==> src/rtl/clk_divider_bank.sv <==
// Bank of NCH independent programmable clock dividers with glitch-free ratio
// updates at period boundaries and a shared phase-realignment input.
module clk_divider_bank #(
    parameter int NCH         = 10,
    parameter int WIDTH       = 16,
    parameter int DEFAULT_DIV = 2
) (
    input  logic                                     clk,
    input  logic                                     rst_n,
    input  logic [NCH-1:0]                           en,
    input  logic                                     sync_i,
    input  logic                                     cfg_we,
    input  logic [((NCH > 1) ? $clog2(NCH) : 1)-1:0] cfg_ch,
    input  logic [WIDTH-1:0]                         cfg_div,
    input  logic                                     cfg_mode,
    output logic                                     cfg_err,
    output logic [NCH-1:0]                           cout,
    output logic [NCH-1:0]                           tick
);

    localparam logic [WIDTH-1:0] DEF_DIV = WIDTH'(DEFAULT_DIV);

    logic [WIDTH-1:0] act_div_q  [NCH];
    logic [WIDTH-1:0] act_div_d  [NCH];
    logic [WIDTH-1:0] pend_div_q [NCH];
    logic [WIDTH-1:0] pend_div_d [NCH];
    logic [WIDTH-1:0] cnt_q      [NCH];
    logic [WIDTH-1:0] cnt_d      [NCH];
    logic [NCH-1:0]   act_mode_q, act_mode_d;
    logic [NCH-1:0]   pend_mode_q, pend_mode_d;
    logic [NCH-1:0]   pend_vld_q, pend_vld_d;
    logic [NCH-1:0]   run_q, run_d;
    logic [NCH-1:0]   cout_q, cout_d;
    logic [NCH-1:0]   tick_q, tick_d;
    logic             cfg_err_q, cfg_err_d;
    logic             cfg_ok;
    logic [NCH-1:0]   wr_hit;

    always_comb begin
        cfg_ok = cfg_we && (int'(cfg_ch) < NCH) && (cfg_div >= WIDTH'(2));
        for (int i = 0; i < NCH; i++) begin
            wr_hit[i] = cfg_ok && (int'(cfg_ch) == i);
        end
    end

    always_comb begin
        cfg_err_d   = cfg_we && !cfg_ok;
        act_mode_d  = act_mode_q;
        pend_mode_d = pend_mode_q;
        pend_vld_d  = pend_vld_q;
        run_d       = run_q;
        cout_d      = '0;
        tick_d      = '0;
        for (int i = 0; i < NCH; i++) begin
            act_div_d[i]  = act_div_q[i];
            pend_div_d[i] = pend_div_q[i];
            cnt_d[i]      = cnt_q[i];

            // Pending config is captured regardless of enable so a disabled
            // channel comes back up with its latest programmed ratio.
            if (wr_hit[i]) begin
                pend_div_d[i]  = cfg_div;
                pend_mode_d[i] = cfg_mode;
                pend_vld_d[i]  = 1'b1;
            end

            if (en[i]) begin
                if (!run_q[i] || sync_i || (cnt_q[i] == act_div_q[i] - WIDTH'(1))) begin
                    cnt_d[i] = '0;
                    run_d[i] = 1'b1;
                    if (wr_hit[i]) begin
                        act_div_d[i]  = cfg_div;
                        act_mode_d[i] = cfg_mode;
                        pend_vld_d[i] = 1'b0;
                    end else if (pend_vld_q[i]) begin
                        act_div_d[i]  = pend_div_q[i];
                        act_mode_d[i] = pend_mode_q[i];
                        pend_vld_d[i] = 1'b0;
                    end
                end else begin
                    cnt_d[i] = cnt_q[i] + WIDTH'(1);
                end
                tick_d[i] = (cnt_d[i] == '0);
                cout_d[i] = act_mode_d[i] ? (cnt_d[i] == '0)
                                          : (cnt_d[i] < (act_div_d[i] >> 1));
            end else begin
                cnt_d[i] = '0;
                run_d[i] = 1'b0;
            end
        end
    end

    always_ff @(posedge clk) begin
        if (!rst_n) begin
            for (int i = 0; i < NCH; i++) begin
                act_div_q[i]  <= DEF_DIV;
                pend_div_q[i] <= DEF_DIV;
                cnt_q[i]      <= '0;
            end
            act_mode_q  <= '0;
            pend_mode_q <= '0;
            pend_vld_q  <= '0;
            run_q       <= '0;
            cout_q      <= '0;
            tick_q      <= '0;
            cfg_err_q   <= 1'b0;
        end else begin
            act_div_q   <= act_div_d;
            pend_div_q  <= pend_div_d;
            cnt_q       <= cnt_d;
            act_mode_q  <= act_mode_d;
            pend_mode_q <= pend_mode_d;
            pend_vld_q  <= pend_vld_d;
            run_q       <= run_d;
            cout_q      <= cout_d;
            tick_q      <= tick_d;
            cfg_err_q   <= cfg_err_d;
        end
    end

    assign cout    = cout_q;
    assign tick    = tick_q;
    assign cfg_err = cfg_err_q;

endmodule

==> config.mk <==
export PLATFORM = sky130hd
export DESIGN_NAME = clk_divider_bank
export DESIGN_NICKNAME = d
export VERILOG_FILES = /design/src/rtl/clk_divider_bank.sv
export SDC_FILE = /design/constraint.sdc
export NUM_CORES = 2
export LEC_CHECK = 0
export CORE_MARGIN = 2
export CORE_UTILIZATION = 50
export DETAILED_ROUTE_END_ITERATION = 10
export HOLD_SLACK_MARGIN = 0.05
export PLACE_DENSITY = 0.64
export SLEW_MARGIN = 5
export SYNTH_ARGS = -nofsm -noshare
export SYNTH_HDL_FRONTEND = slang
export SYNTH_SLANG_ARGS = --single-unit
==> constraint.sdc <==
create_clock -name clk -period 7.99 [get_ports clk]
set_clock_uncertainty 0.1 [all_clocks]
set_input_delay 1.1985 -clock clk [delete_from_list [all_inputs] [get_ports clk]]
set_output_delay 1.1985 -clock clk [all_outputs]
set_load 0.01 [all_outputs]
==> summary.txt <==
=====================================================================================================
Run status ............................................................................. finished, final reports clean
Max-cap violations .....................................................................            0
Most frequent standard cell in the layout excluding fill and tap cells .................       nor2_1
Cell Count, Final, Fillers Out .........................................................         5175
Via total after detailed routing .......................................................        31000
Critical path launch point .............................................................   cfg_div[9]
Startpoint of the worst-slack reg-to-reg timing path ................................... act_div_q[1]
Critical Path Fanout Max ...............................................................           33
Async SR Flop Fraction .................................................................           0%
Total congestion overflow ..............................................................            0
Tightest Hold Check Type ............................................................... flop to flop
Static leakage .........................................................................      13.4 nW
Synth Area in XOR/XNOR .................................................................        8.79%
Kind of start point of the critical path ...............................................    input pin
Area taken by flip-flops and latches ...................................................    10800 um2
Placed standard-cell area ..............................................................    34700 um2
Combinational cell fraction of total power .............................................         8.6%
X dimension of the die .................................................................       265 um
Number of optimization iterations in the first detailed-route pass .....................            6
Number of clock buffers inserted by TritonCTS ..........................................           67
Cell-internal power ....................................................................    0.00504 W
Area leader, netlist ...................................................................      dfxtp_1
Total clock sinks ......................................................................          541
Arrival time reported for the critical path endpoint ...................................      6.26 ns
Max-slew headroom ......................................................................        19.1%
Switching Share ........................................................................        24.6%
Clock-pin transition on the worst setup and hold timing paths ..........................      0.06 ns
Proportion of power drawn by flip-flops and latches ....................................        41.6%
Post-synthesis share of cell area spent on full adders, half adders and majority gates .        5.87%
Total die area .........................................................................    70300 um2
Worst vdd rail ir drop .................................................................     0.168 mV
Die boundary height ....................................................................       265 um
Crit share post-route ..................................................................        72.8%
Final net count ........................................................................         4443
Number of warnings printed during yosys synthesis ......................................            0
Total core area ........................................................................    67300 um2
Final routed wirelength across all metal layers ........................................     94800 um
DRC marker count from the first detailed-route iteration ...............................         2991
Clock tree from TritonCTS ..............................................................         done
CP endpoint ............................................................................      cout[3]
Worst Reg-to-Reg Cells .................................................................           19
Cell area after synthesis ..............................................................    34100 um2
Number of standard-cell rows in the floorplan ..........................................           95
Clock share of power ...................................................................        49.8%
Post-Layout Inst Area ..................................................................    37200 um2
Total area of multi-input combinational cells ..........................................    21200 um2
Cell types with the largest area share after synthesis ................................. dfxtp_1 32%, nor2_1 6.0%, ha_1 5.9%
Count of final max-slew check failures .................................................            0
Post-CTS resize count ..................................................................            0
Reg-to-reg endpoint ....................................................................      cout[9]
Main combinational cell family by area after synthesis ................................. simple AND/OR/NAND/NOR gates
Unrepaired setup endpoints after global routing ........................................           no
Number of global-route vias before repair ..............................................        27600
Fraction of synthesized cell area taken by the top area cell type ......................        31.8%
Total half-perimeter wirelength after legalization and detailed placement ..............     65200 um
Fraction of the mapped netlist area in compound gates ..................................        21.5%
Maximum frequency from static timing analysis ..........................................      172 MHz
Synth Net Count ........................................................................         4636
Kind of end point of the critical path .................................................         flop
Clock tree buffer depth ................................................................            3
Final Setup Violations .................................................................            0
Synthesized instance count .............................................................         4441
IO Port Bufs ...........................................................................           55
Yosys cell types .......................................................................           97
Reg-to-reg setup timing slack ..........................................................      2.20 ns
Data required time at the worst endpoint ...............................................      8.43 ns
Power per Cell Area ....................................................................   180 nW/um2
Global-route wire length before repair .................................................    152000 um
Post-route setup slack .................................................................      2.17 ns
Post-Synthesis Mean Instance Area ......................................................     7.67 um2
Average routed wire per standard cell ..................................................      18.3 um
Via density per instance ...............................................................         5.99
Number of synthesized flops with an enable pin .........................................            0
Placed Instances .......................................................................         5052
Final setup TNS ........................................................................         0 ns
Placement-stage worst setup slack ......................................................      1.64 ns
Largest net degree at the start of global routing ......................................           92
Overall Global Routing Usage ...........................................................        26.3%
Endpoints failing hold .................................................................            0
Synthesis-stage register bit count .....................................................          541
Share of the yosys chip area belonging to registers ....................................        31.8%
Buffers inserted during post-CTS setup optimization ....................................            0
Multiplexer share of the synthesized area ..............................................        1.63%
Weighted congestion at the end of routability-driven global placement ..................        0.897
Number of nets with antenna violations after routing ...................................            0
Clock latency at the later pin of the worst-skew pair ..................................      0.60 ns
Most frequent cells in the layout ...................................................... 549 x nor2_1, 541 x dfxtp_1, 468 x nand2_1
Minimum period implied by the final worst setup slack ..................................      5.82 ns
I/O pin count ..........................................................................           56
Htree depth ............................................................................            3
Net Sw Power ...........................................................................    0.00165 W
Initial standard-cell utilization of the core ..........................................        50.7%
Number of antenna violations at the first check in global routing ......................            5
Commonest register cell after synthesis ................................................      dfxtp_1
Post-synthesis simple-gate area fraction ...............................................        24.1%
Clock tree root driver cell ............................................................    clkbuf_16
CP Class ............................................................................... input pin to flop
Drc violations .........................................................................            0
Transition at the pin with the smallest max-transition slack ...........................      1.21 ns
Filler cells ...........................................................................         6358
Post-CTS Hold Buffers ..................................................................            0
Layout Area Growth over Synthesis ......................................................        9.12%
Layout cell share with drive strength beyond 1 .........................................        8.25%
=====================================================================================================
==> cells in the mapped netlist, types with 9 or more instances <==
master     number
a211o_1        13
a211oi_1       36
a21o_1         35
a21oi_1       241
a31oi_1       178
and2_1         31
and3_1         51
and4_1         20
buf_1          41
buf_2          23
clkbuf_1      302
dfxtp_1       541
ha_1          160
inv_1         187
mux2_2         12
mux2i_1        41
nand2_1       468
nand2b_1       18
nand3_1       145
nand3b_1       36
nand4_1        84
nand4b_1       11
nor2_1        549
nor2b_1        44
nor3_1        104
nor3b_1        12
nor4_1         50
nor4b_1        14
o2111ai_1      12
o211ai_1       21
o21a_1         44
o21ai_0       135
o221a_1        10
o221a_2       114
o22ai_1       127
o31ai_1        13
or2_2           9
or3_1          21
or4_1          15
xnor2_1       186
xor2_1        156
==> registers in the layout (all words and copies together), names as in the netlist <==
| register | cells |
|---|---|
| act_div_q | 160 |
| cout | 10 |
| pend_div_q | 160 |
| pend_vld_q | 10 |
| act_mode_q | 10 |
| pend_mode_q | 10 |
| run_q | 10 |
| cfg_err | 1 |
| tick | 10 |
| cnt_q | 160 |
==> power by group through the flow <==
stage	logic [W]	registers [W]	clock network [W]
2_1_floorplan	0.000406	0.00282	0
4_1_cts	0.000567	0.00278	0.00339
6_report	0.000573	0.00278	0.00333
3_3_place_gp	0.000561	0.00284	0
5_1_grt	0.000627	0.00279	0.00350
3_5_place_dp	0.000564	0.00284	0
==> kinds of logic (layout without fill, tap and decap cells) <==
family                     count (synthesis)  count (layout)
and+or+nand+nor                         1719            1719
AOI/OAI and AO/OA                       1064            1064
buffers and inverters                    561             421
DFF                                      541             541
xor gates and xnor gates                 342             342
adders and majority gates                160             160
muxes                                     54              54
other                                      0               1
==> per-layer routing <==
| metal | track usage (%) | vias up | share of wire (%) |
|---|---|---|---|
| li1 | - | 15500 | - |
| met1 | 39.3 | 14600 | 49 |
| met2 | 39.2 | 780 | 43 |
| met3 | 3.93 | 145 | 5.9 |
| met4 | 7.13 | 8 | 2.2 |
| met5 | 0 | - | 0.049 |
==> how the worst min path moves through the flow <==
stage | cells past startpoint | startpoint | endpoint
2_1_floorplan | 2 | pend_div_q[100] | pend_div_q[100]
3_3_place_gp | 2 | pend_div_q[137] | pend_div_q[137]
3_5_place_dp | 2 | pend_div_q[142] | pend_div_q[142]
4_1_cts | 2 | pend_div_q[142] | pend_div_q[142]
5_1_grt | 2 | pend_div_q[10] | pend_div_q[10]
6_report | 2 | pend_div_q[141] | pend_div_q[141]
==> layout make-up <==
cell class                      instances  share of cell area [%]
Sequential cell                       541                    29.1
Antenna cell                            1                 0.00673
Tap cell                              873                    2.94
Clock inverter                         24                   0.992
Inverter                              190                    1.93
Clock buffer                           98                    5.56
Multi-Input combinational cell       3339                    56.9
Timing Repair Buffer                  109                    2.57
==> worst max-delay path, stage by stage <==
cell,delay (ns)
clkdlybuf4s50_1,0.40
buf_4,0.25
nor4_1,0.39
nand4_1,0.51
nand3b_1,0.49
or2_1,0.80
o21ai_0,0.23
nand2_1,0.13
o21ai_0,0.11
ha_1,0.35
a21o_1,0.19
a21o_1,0.17
a21o_1,0.17
a21oi_1,0.15
nor2b_1,0.06
o21ai_0,0.18
nand2_1,0.08
a311oi_1,0.20
mux2_2,0.18
==> stage by stage <==
stage | util (%) | total power, W | hold slack (ns)
global route | 55.3 | 0.00691 | 0.366
finish | 55.3 | 0.00669 | 0.348
floorplan | - | 0.00323 | 0.331
CTS | 55.3 | 0.00674 | 0.349
global placement | 51.7 | 0.00340 | 0.337
detailed placement | 51.7 | 0.00340 | 0.341
(Power assumes the default switching activity.)
